$ cat src/rtl/alu_pkg.sv
// Shared types for the sequential ALU: opcodes, result flags, FSM states.
// Ports: none (package only).
package alu_pkg;

   typedef enum logic [3:0] {
      OP_ADD   = 4'b0000,
      OP_SUB   = 4'b0001,
      OP_SLL   = 4'b0010,
      OP_SUBU  = 4'b0011,
      OP_SRL   = 4'b0100,
      OP_XOR   = 4'b0101,
      OP_OR    = 4'b0110,
      OP_AND   = 4'b0111,
      OP_MUL   = 4'b1000,
      OP_MULHU = 4'b1001,
      OP_SRA   = 4'b1100
   } alu_op_e;

   typedef struct packed {
      logic zero;
      logic negative;
      logic carry;
      logic overflow;
   } alu_flags_t;

   typedef enum logic [1:0] {
      IDLE     = 2'd0,
      MUL_BUSY = 2'd1,
      HOLD     = 2'd2
   } alu_state_e;

   function automatic logic is_mul_op(input logic [3:0] op);
      return (op == OP_MUL) || (op == OP_MULHU);
   endfunction

endpackage

$ cat src/rtl/alu_mul_iter.sv
// Iterative shift-add unsigned multiplier, one multiplier bit per cycle.
// Ports: clk, rst, start, a, b in; done, product (2*WIDTH) out.
module alu_mul_iter #(
   parameter int WIDTH = 32
) (
   input  logic               clk,
   input  logic               rst,
   input  logic               start,
   input  logic [WIDTH-1:0]   a,
   input  logic [WIDTH-1:0]   b,
   output logic               done,
   output logic [2*WIDTH-1:0] product
);

   localparam int CW = $clog2(WIDTH) + 1;

   logic [2*WIDTH-1:0] acc;
   logic [2*WIDTH-1:0] mcand;
   logic [2*WIDTH-1:0] acc_next;
   logic [WIDTH-1:0]   mplier;
   logic [CW-1:0]      cnt;
   logic               busy;

   // Bit 0 is folded into the start cycle and the last bit is
   // presented combinationally, so the full product appears on
   // 'product' in the same cycle 'done' is high.
   always_comb begin
      acc_next = mplier[0] ? acc + mcand : acc;
   end

   assign done    = busy && (cnt == CW'(WIDTH - 1));
   assign product = acc_next;

   always_ff @(posedge clk) begin
      if (rst) begin
         busy   <= 1'b0;
         acc    <= '0;
         mcand  <= '0;
         mplier <= '0;
         cnt    <= '0;
      end else if (start) begin
         busy   <= 1'b1;
         acc    <= b[0] ? {{WIDTH{1'b0}}, a} : '0;
         mcand  <= {{(WIDTH-1){1'b0}}, a, 1'b0};
         mplier <= {1'b0, b[WIDTH-1:1]};
         cnt    <= CW'(1);
      end else if (busy) begin
         acc    <= acc_next;
         mcand  <= mcand << 1;
         mplier <= mplier >> 1;
         cnt    <= cnt + CW'(1);
         if (done) busy <= 1'b0;
      end
   end

endmodule

$ cat src/rtl/alu_seq.sv
// Sequential ALU with valid/ready handshakes and an iterative multiplier.
// Ports: clk, rst, in_valid/in_ready, a, b, op, out_valid/out_ready, result, flags.
module alu_seq
   import alu_pkg::*;
#(
   parameter int WIDTH = 32
) (
   input  logic             clk,
   input  logic             rst,
   input  logic             in_valid,
   output logic             in_ready,
   input  logic [WIDTH-1:0] a,
   input  logic [WIDTH-1:0] b,
   input  logic [3:0]       op,
   output logic             out_valid,
   input  logic             out_ready,
   output logic [WIDTH-1:0] result,
   output logic             zero,
   output logic             negative,
   output logic             carry,
   output logic             overflow
);

   localparam int SHW = $clog2(WIDTH);
   localparam int MSB = WIDTH - 1;

   alu_state_e         state;
   alu_state_e         state_next;
   alu_op_e            op_e;
   alu_flags_t         flags;
   alu_flags_t         nxt_flags;

   logic               accept;
   logic               is_mul;
   logic               mul_start;
   logic               mul_done;
   logic               hi_sel;
   logic               load;
   logic [2*WIDTH-1:0] product;
   logic [WIDTH:0]     sum;
   logic [WIDTH:0]     diff;
   logic [WIDTH-1:0]   alu_res;
   logic               alu_c;
   logic               alu_v;
   logic [WIDTH-1:0]   nxt_res;
   logic [WIDTH-1:0]   res;
   logic [SHW-1:0]     shamt;

   assign is_mul = is_mul_op(op);
   assign shamt  = b[SHW-1:0];

   alu_mul_iter #(
      .WIDTH (WIDTH)
   ) u_mul (
      .clk     (clk),
      .rst     (rst),
      .start   (mul_start),
      .a       (a),
      .b       (b),
      .done    (mul_done),
      .product (product)
   );

   // State register
   always_ff @(posedge clk) begin
      if (rst) state <= IDLE;
      else     state <= state_next;
   end

   // Next-state logic
   always_comb begin
      state_next = state;
      unique case (state)
         IDLE: begin
            if (accept) state_next = is_mul ? MUL_BUSY : HOLD;
         end
         MUL_BUSY: begin
            if (mul_done) state_next = HOLD;
         end
         HOLD: begin
            if (out_ready) begin
               if (accept) state_next = is_mul ? MUL_BUSY : HOLD;
               else        state_next = IDLE;
            end
         end
         default: state_next = IDLE;
      endcase
   end

   // Handshake outputs; reset masks both sides in the reset cycle
   always_comb begin
      in_ready  = !rst && ((state == IDLE) ||
                           (state == HOLD && out_ready));
      out_valid = !rst && (state == HOLD);
      accept    = in_valid && in_ready;
      mul_start = accept && is_mul;
   end

   // Single-cycle datapath
   always_comb begin
      op_e    = alu_op_e'(op);
      sum     = {1'b0, a} + {1'b0, b};
      diff    = {1'b0, a} - {1'b0, b};
      alu_res = '0;
      alu_c   = 1'b0;
      alu_v   = 1'b0;
      case (op_e)
         OP_ADD: begin
            alu_res = sum[WIDTH-1:0];
            alu_c   = sum[WIDTH];
            alu_v   = (a[MSB] == b[MSB]) &&
                      (sum[MSB] != a[MSB]);
         end
         OP_SUB: begin
            alu_res = diff[WIDTH-1:0];
            alu_c   = diff[WIDTH];
            alu_v   = (a[MSB] != b[MSB]) &&
                      (diff[MSB] != a[MSB]);
         end
         OP_SUBU: begin
            alu_res = diff[WIDTH-1:0];
            alu_c   = diff[WIDTH];
         end
         OP_SLL: alu_res = a << shamt;
         OP_SRL: alu_res = a >> shamt;
         OP_SRA: alu_res = $unsigned($signed(a) >>> shamt);
         OP_XOR: alu_res = a ^ b;
         OP_OR:  alu_res = a | b;
         OP_AND: alu_res = a & b;
         default: alu_res = '0;
      endcase
   end

   // Select what the output register captures this cycle
   always_comb begin
      load    = 1'b0;
      nxt_res = alu_res;
      nxt_flags.carry    = alu_c;
      nxt_flags.overflow = alu_v;
      if (state == MUL_BUSY && mul_done) begin
         load    = 1'b1;
         nxt_res = hi_sel ? product[2*WIDTH-1:WIDTH]
                          : product[WIDTH-1:0];
         nxt_flags.carry    = 1'b0;
         nxt_flags.overflow = 1'b0;
      end else if (accept && !is_mul) begin
         load = 1'b1;
      end
      nxt_flags.zero     = (nxt_res == '0);
      nxt_flags.negative = nxt_res[MSB];
   end

   always_ff @(posedge clk) begin
      if (rst) begin
         res    <= '0;
         flags  <= '0;
         hi_sel <= 1'b0;
      end else begin
         if (accept) hi_sel <= (op_e == OP_MULHU);
         if (load) begin
            res   <= nxt_res;
            flags <= nxt_flags;
         end
      end
   end

   assign result   = res;
   assign zero     = flags.zero;
   assign negative = flags.negative;
   assign carry    = flags.carry;
   assign overflow = flags.overflow;

endmodule

$ cat config.mk
export PLATFORM = sky130hd
export DESIGN_NAME = alu_seq
export DESIGN_NICKNAME = d
export VERILOG_FILES = /design/src/rtl/alu_pkg.sv /design/src/rtl/alu_mul_iter.sv /design/src/rtl/alu_seq.sv
export SDC_FILE = /design/constraint.sdc
export NUM_CORES = 1
export LEC_CHECK = 0
export CORE_ASPECT_RATIO = 1.25
export CORE_UTILIZATION = 50
export DETAILED_ROUTE_END_ITERATION = 7
export PLACE_DENSITY = 0.68
export SLEW_MARGIN = 20
export SYNTH_ARGS = -nofsm -noshare
export SYNTH_HDL_FRONTEND = slang
export SYNTH_SLANG_ARGS = --single-unit
$ cat constraint.sdc
create_clock -name clk -period 6.7 [get_ports clk]
set_input_delay 2.01 -clock clk [delete_from_list [all_inputs] [get_ports clk]]
set_output_delay 2.01 -clock clk [all_outputs]
set_load 0.05 [all_outputs]
==> out/qor.yml <==
clock_network:
  clk_path_buf_depth: 3
  cts_buffers: 23
  clock_sink_count: 203
  postCtsSetupBuffers: 0
  cts.htree.levels: 1
  cts-root-buf: "clkbuf_16"
  cts_resized: 0
  hold_buffers: 0
  cts_tree: "yes"
  insertion_delay_ns: 0.57
  path_clk_slew_ns: 0.06
floorplanning:
  die_x_microns: 195.2
  rows: 88
  io_pins: 110
  coreArea_sq_mm: 0.04613
  die_h_microns: 243.5
  dieArea_sq_mm: 0.04752
  start_util: 0.5056
place:
  pre_cts_ws_ns: 0.2763
  gp_congestion: 1.135
  hpwl_mm: 90.45
  io_buffers: 109
setup_path:
  crit_path_max_fanout: 12
  endpoint_kind: "register"
  rrSetupSlack_ns: 1.74
  critPathKind: "input pin to register"
  startpoint_type: "input pin"
  crit_top_cell: "buf_4"
  cpPeakStageDelay_ns: 0.50
  cp.required_ns: 7.19
  cp_cell_sequence: "clkdlybuf4s50_1 > inv_1 > ha_1 > buf_4 > a21oi_1 > a21oi_1 > a311oi_1 > buf_4 > nand2_1 > xnor2_1 > a211oi_1 > o221ai_1 > nor4bb_1 > nand4_1 > nor4_2 > buf_4 > nand4_1 > o21ai_1"
  critPathSlowestCell: "clkdlybuf4s50_1"
  arrival_ns: 6.62
timing:
  hold_viol_final: 0
  setup_violations: 0
  tns_ns: 0
  drv_slew: 0
  slew_headroom: 0.1934
  fin_crit_ns: 6.128
  tightest_slew_ns: 1.193
  fin_ws_ns: 0.5723
  skew_ns: 0.01519
  grt_setup_unrepaired: "no"
  fmax_mhz: 163.2
  finalCritPeriodShare: 0.9146
synth:
  synth-main-ff-cell: "dfxtp_1"
  synth_xor_xnor_area_share: 0.02366
  ys_ff_latch: 203
  async_flop_share: 0
  synth_area_sq_mm: 0.02332
  synth_top_family_by_area: "compound AO/OA/AOI/OAI gates"
  seq_area_frac_synth: 0.1742
  synth_cell_type_count: 94
  synth-edff-count: 0
  yosys_warnings: 0
  synthAdderAreaFrac: 0.09216
  synth_compound_area_frac: 0.3033
  synthSimpleGateAreaFrac: 0.2149
  syn_nets: 3452
  synthMuxAreaShare: 0.1254
  syn-instance-count: 3210
  syn_avg_cell_area_sq_um: 7.266
grt:
  first_global_vias: 26850
  grt_max_degree: 170
  grtUsageTotal: 0.4876
  grt_antenna_before_repair: 5
  overflow: 0
  grt_pass1_wl_mm: 173.5
pwr:
  leakagePower_nw: 10.16
  peakVddDrop_uv: 189.7
  power_density_mw_per_mm2: 148.4
status:
  outcome: "finished, final reports clean"
routing:
  vias_per_cell: 7.232
  postRouteAntennaNets: 0
  num_vias: 28150
  dr.pass1.iters: 7
  wl_per_cell_microns: 30.52
  drc: 0
  first_iter_violations: 3360
  drt_wl_total_mm: 118.8
cells_and_area:
  layout-drive-gt1-share: 0.1139
  nNetsFinal: 3527
  area_growth_pct: 13.74
  layout_common_cells: "nor2_1 (352), nand2_1 (352), a21oi_1 (295), buf_4 (209), dfxtp_1 (201)"
  fillers: 4388
hold_path:
  min_path_type: "register to register"
job:
  maxCapViolCount: 0
==> cells in the mapped netlist (10+ instances only) <==
| master | instances | area, sq um |
|---|---|---|
| a211o_1 | 13 | 113.9 |
| a211oi_1 | 127 | 953.4 |
| a21o_1 | 43 | 322.8 |
| a21oi_1 | 295 | 1476 |
| a221o_1 | 13 | 130.1 |
| a221oi_1 | 14 | 122.6 |
| a22oi_1 | 30 | 225.2 |
| a311oi_1 | 23 | 201.4 |
| a31o_2 | 10 | 87.58 |
| a31oi_1 | 38 | 237.7 |
| and2_1 | 19 | 118.9 |
| and3_1 | 21 | 131.4 |
| buf_1 | 26 | 97.59 |
| buf_2 | 13 | 65.06 |
| clkbuf_1 | 223 | 837.1 |
| dfxtp_1 | 203 | 4064 |
| ha_1 | 167 | 2090 |
| inv_1 | 118 | 442.9 |
| mux2_2 | 27 | 304.0 |
| mux2i_1 | 150 | 1501 |
| mux4_2 | 49 | 1104 |
| nand2_1 | 353 | 1325 |
| nand2b_1 | 28 | 175.2 |
| nand3_1 | 58 | 290.3 |
| nand4_1 | 59 | 369.1 |
| nor2_1 | 354 | 1329 |
| nor2b_1 | 27 | 168.9 |
| nor3_1 | 63 | 315.3 |
| nor4_1 | 22 | 137.6 |
| o2111ai_1 | 12 | 105.1 |
| o211ai_1 | 45 | 337.8 |
| o21a_1 | 18 | 135.1 |
| o21ai_0 | 179 | 895.9 |
| o21bai_1 | 22 | 165.2 |
| o221ai_1 | 19 | 166.4 |
| o22ai_1 | 32 | 200.2 |
| o31ai_1 | 15 | 112.6 |
| o32ai_1 | 13 | 113.9 |
| or2_2 | 10 | 62.56 |
| or3_1 | 22 | 137.6 |
| or4_1 | 10 | 75.07 |
| xnor2_1 | 42 | 367.9 |
| xor2_1 | 21 | 183.9 |
==> report_power, final <==
| group | leakage (nW) | switching [mW] | internal, mW |
|---|---|---|---|
| registers | 1.64 | 0.0236 | 1.23 |
| logic | 8.14 | 0.865 | 0.468 |
| clock network | 0.381 | 0.561 | 0.787 |
| total | 10.2 | 1.45 | 2.49 |
==> cells by family (layout without fill, tap and decap cells) <==
| logic type | after synthesis | in the layout |
|---|---|---|
| XOR/XNOR | 63 | 63 |
| flip-flops | 203 | 203 |
| buffers and inverters | 392 | 483 |
| adder cells (fa/ha/maj) | 170 | 170 |
| AND/OR/NAND/NOR | 1089 | 1089 |
| multiplexers | 227 | 227 |
| other | 0 | 6 |
| AO/OA/AOI/OAI | 1066 | 1066 |
==> metal layers <==
metal	global-route usage	wire length [microns]
met1	0.5210	39590
met4	0.4856	14440
met5	0	0
met3	0.1325	12790
met2	0.7667	51960
==> cell type report <==
cell class                      count  area [sq um]  area share
Antenna cell                        6         15.01   0.0005660
Clock buffer                       32         639.4     0.02410
Clock inverter                      9         141.4    0.005329
Inverter                          120         450.4     0.01698
Multi-Input combinational cell   2615         17740      0.6686
Sequential cell                   203          4069      0.1534
Tap cell                          585         732.0     0.02759
Timing Repair Buffer              322          2745      0.1035
==> flip-flops by register name, summed over array words and instances (netlist names) <==
| register | flops |
|---|---|
| u_mul.busy | 1 |
| zero | 1 |
| negative | 1 |
| u_mul.mcand | 63 |
| result | 31 |
| hi_sel | 1 |
| u_mul.cnt | 6 |
| u_mul.mplier | 31 |
| state | 2 |
| overflow | 1 |
| u_mul.acc | 64 |
| carry | 1 |
==> path summary, 6_finish.rpt <==
check        cells after the start   endpoint          from
min reg2reg                      2  result[7]     result[7]
max reg2reg                     16       zero  u_mul.acc[1]
min                              2  result[7]     result[7]
max                             18       zero         b[11]
==> through the flow <==
| stage | hold slack [ns] | area (sq um) | power [mW] | utilization | cells |
|---|---|---|---|---|---|
| floorplan | 0.4360 | 23320 | 2.017 | - | 3210 |
| global placement | 0.4507 | 25730 | 2.530 | 0.5578 | 3845 |
| detailed placement | 0.4517 | 25730 | 2.538 | 0.5578 | 3845 |
| CTS | 0.4606 | 26510 | 3.872 | 0.5747 | 3886 |
| global route | 0.4822 | 26520 | 4.033 | 0.5749 | 3889 |
| finish | 0.4596 | 26530 | 3.938 | 0.5750 | 3892 |
==> worst max-delay path, delay by kind of cell <==
| family | cells | cell delay (ns) |
|---|---|---|
| AOI/OAI and AO/OA | 6 | 2.04 |
| buffers and inverters | 5 | 1.18 |
| and+or+nand+nor | 5 | 0.85 |
| adders and majority gates | 1 | 0.34 |
| xor gates and xnor gates | 1 | 0.21 |
(Power assumes the default switching activity.)
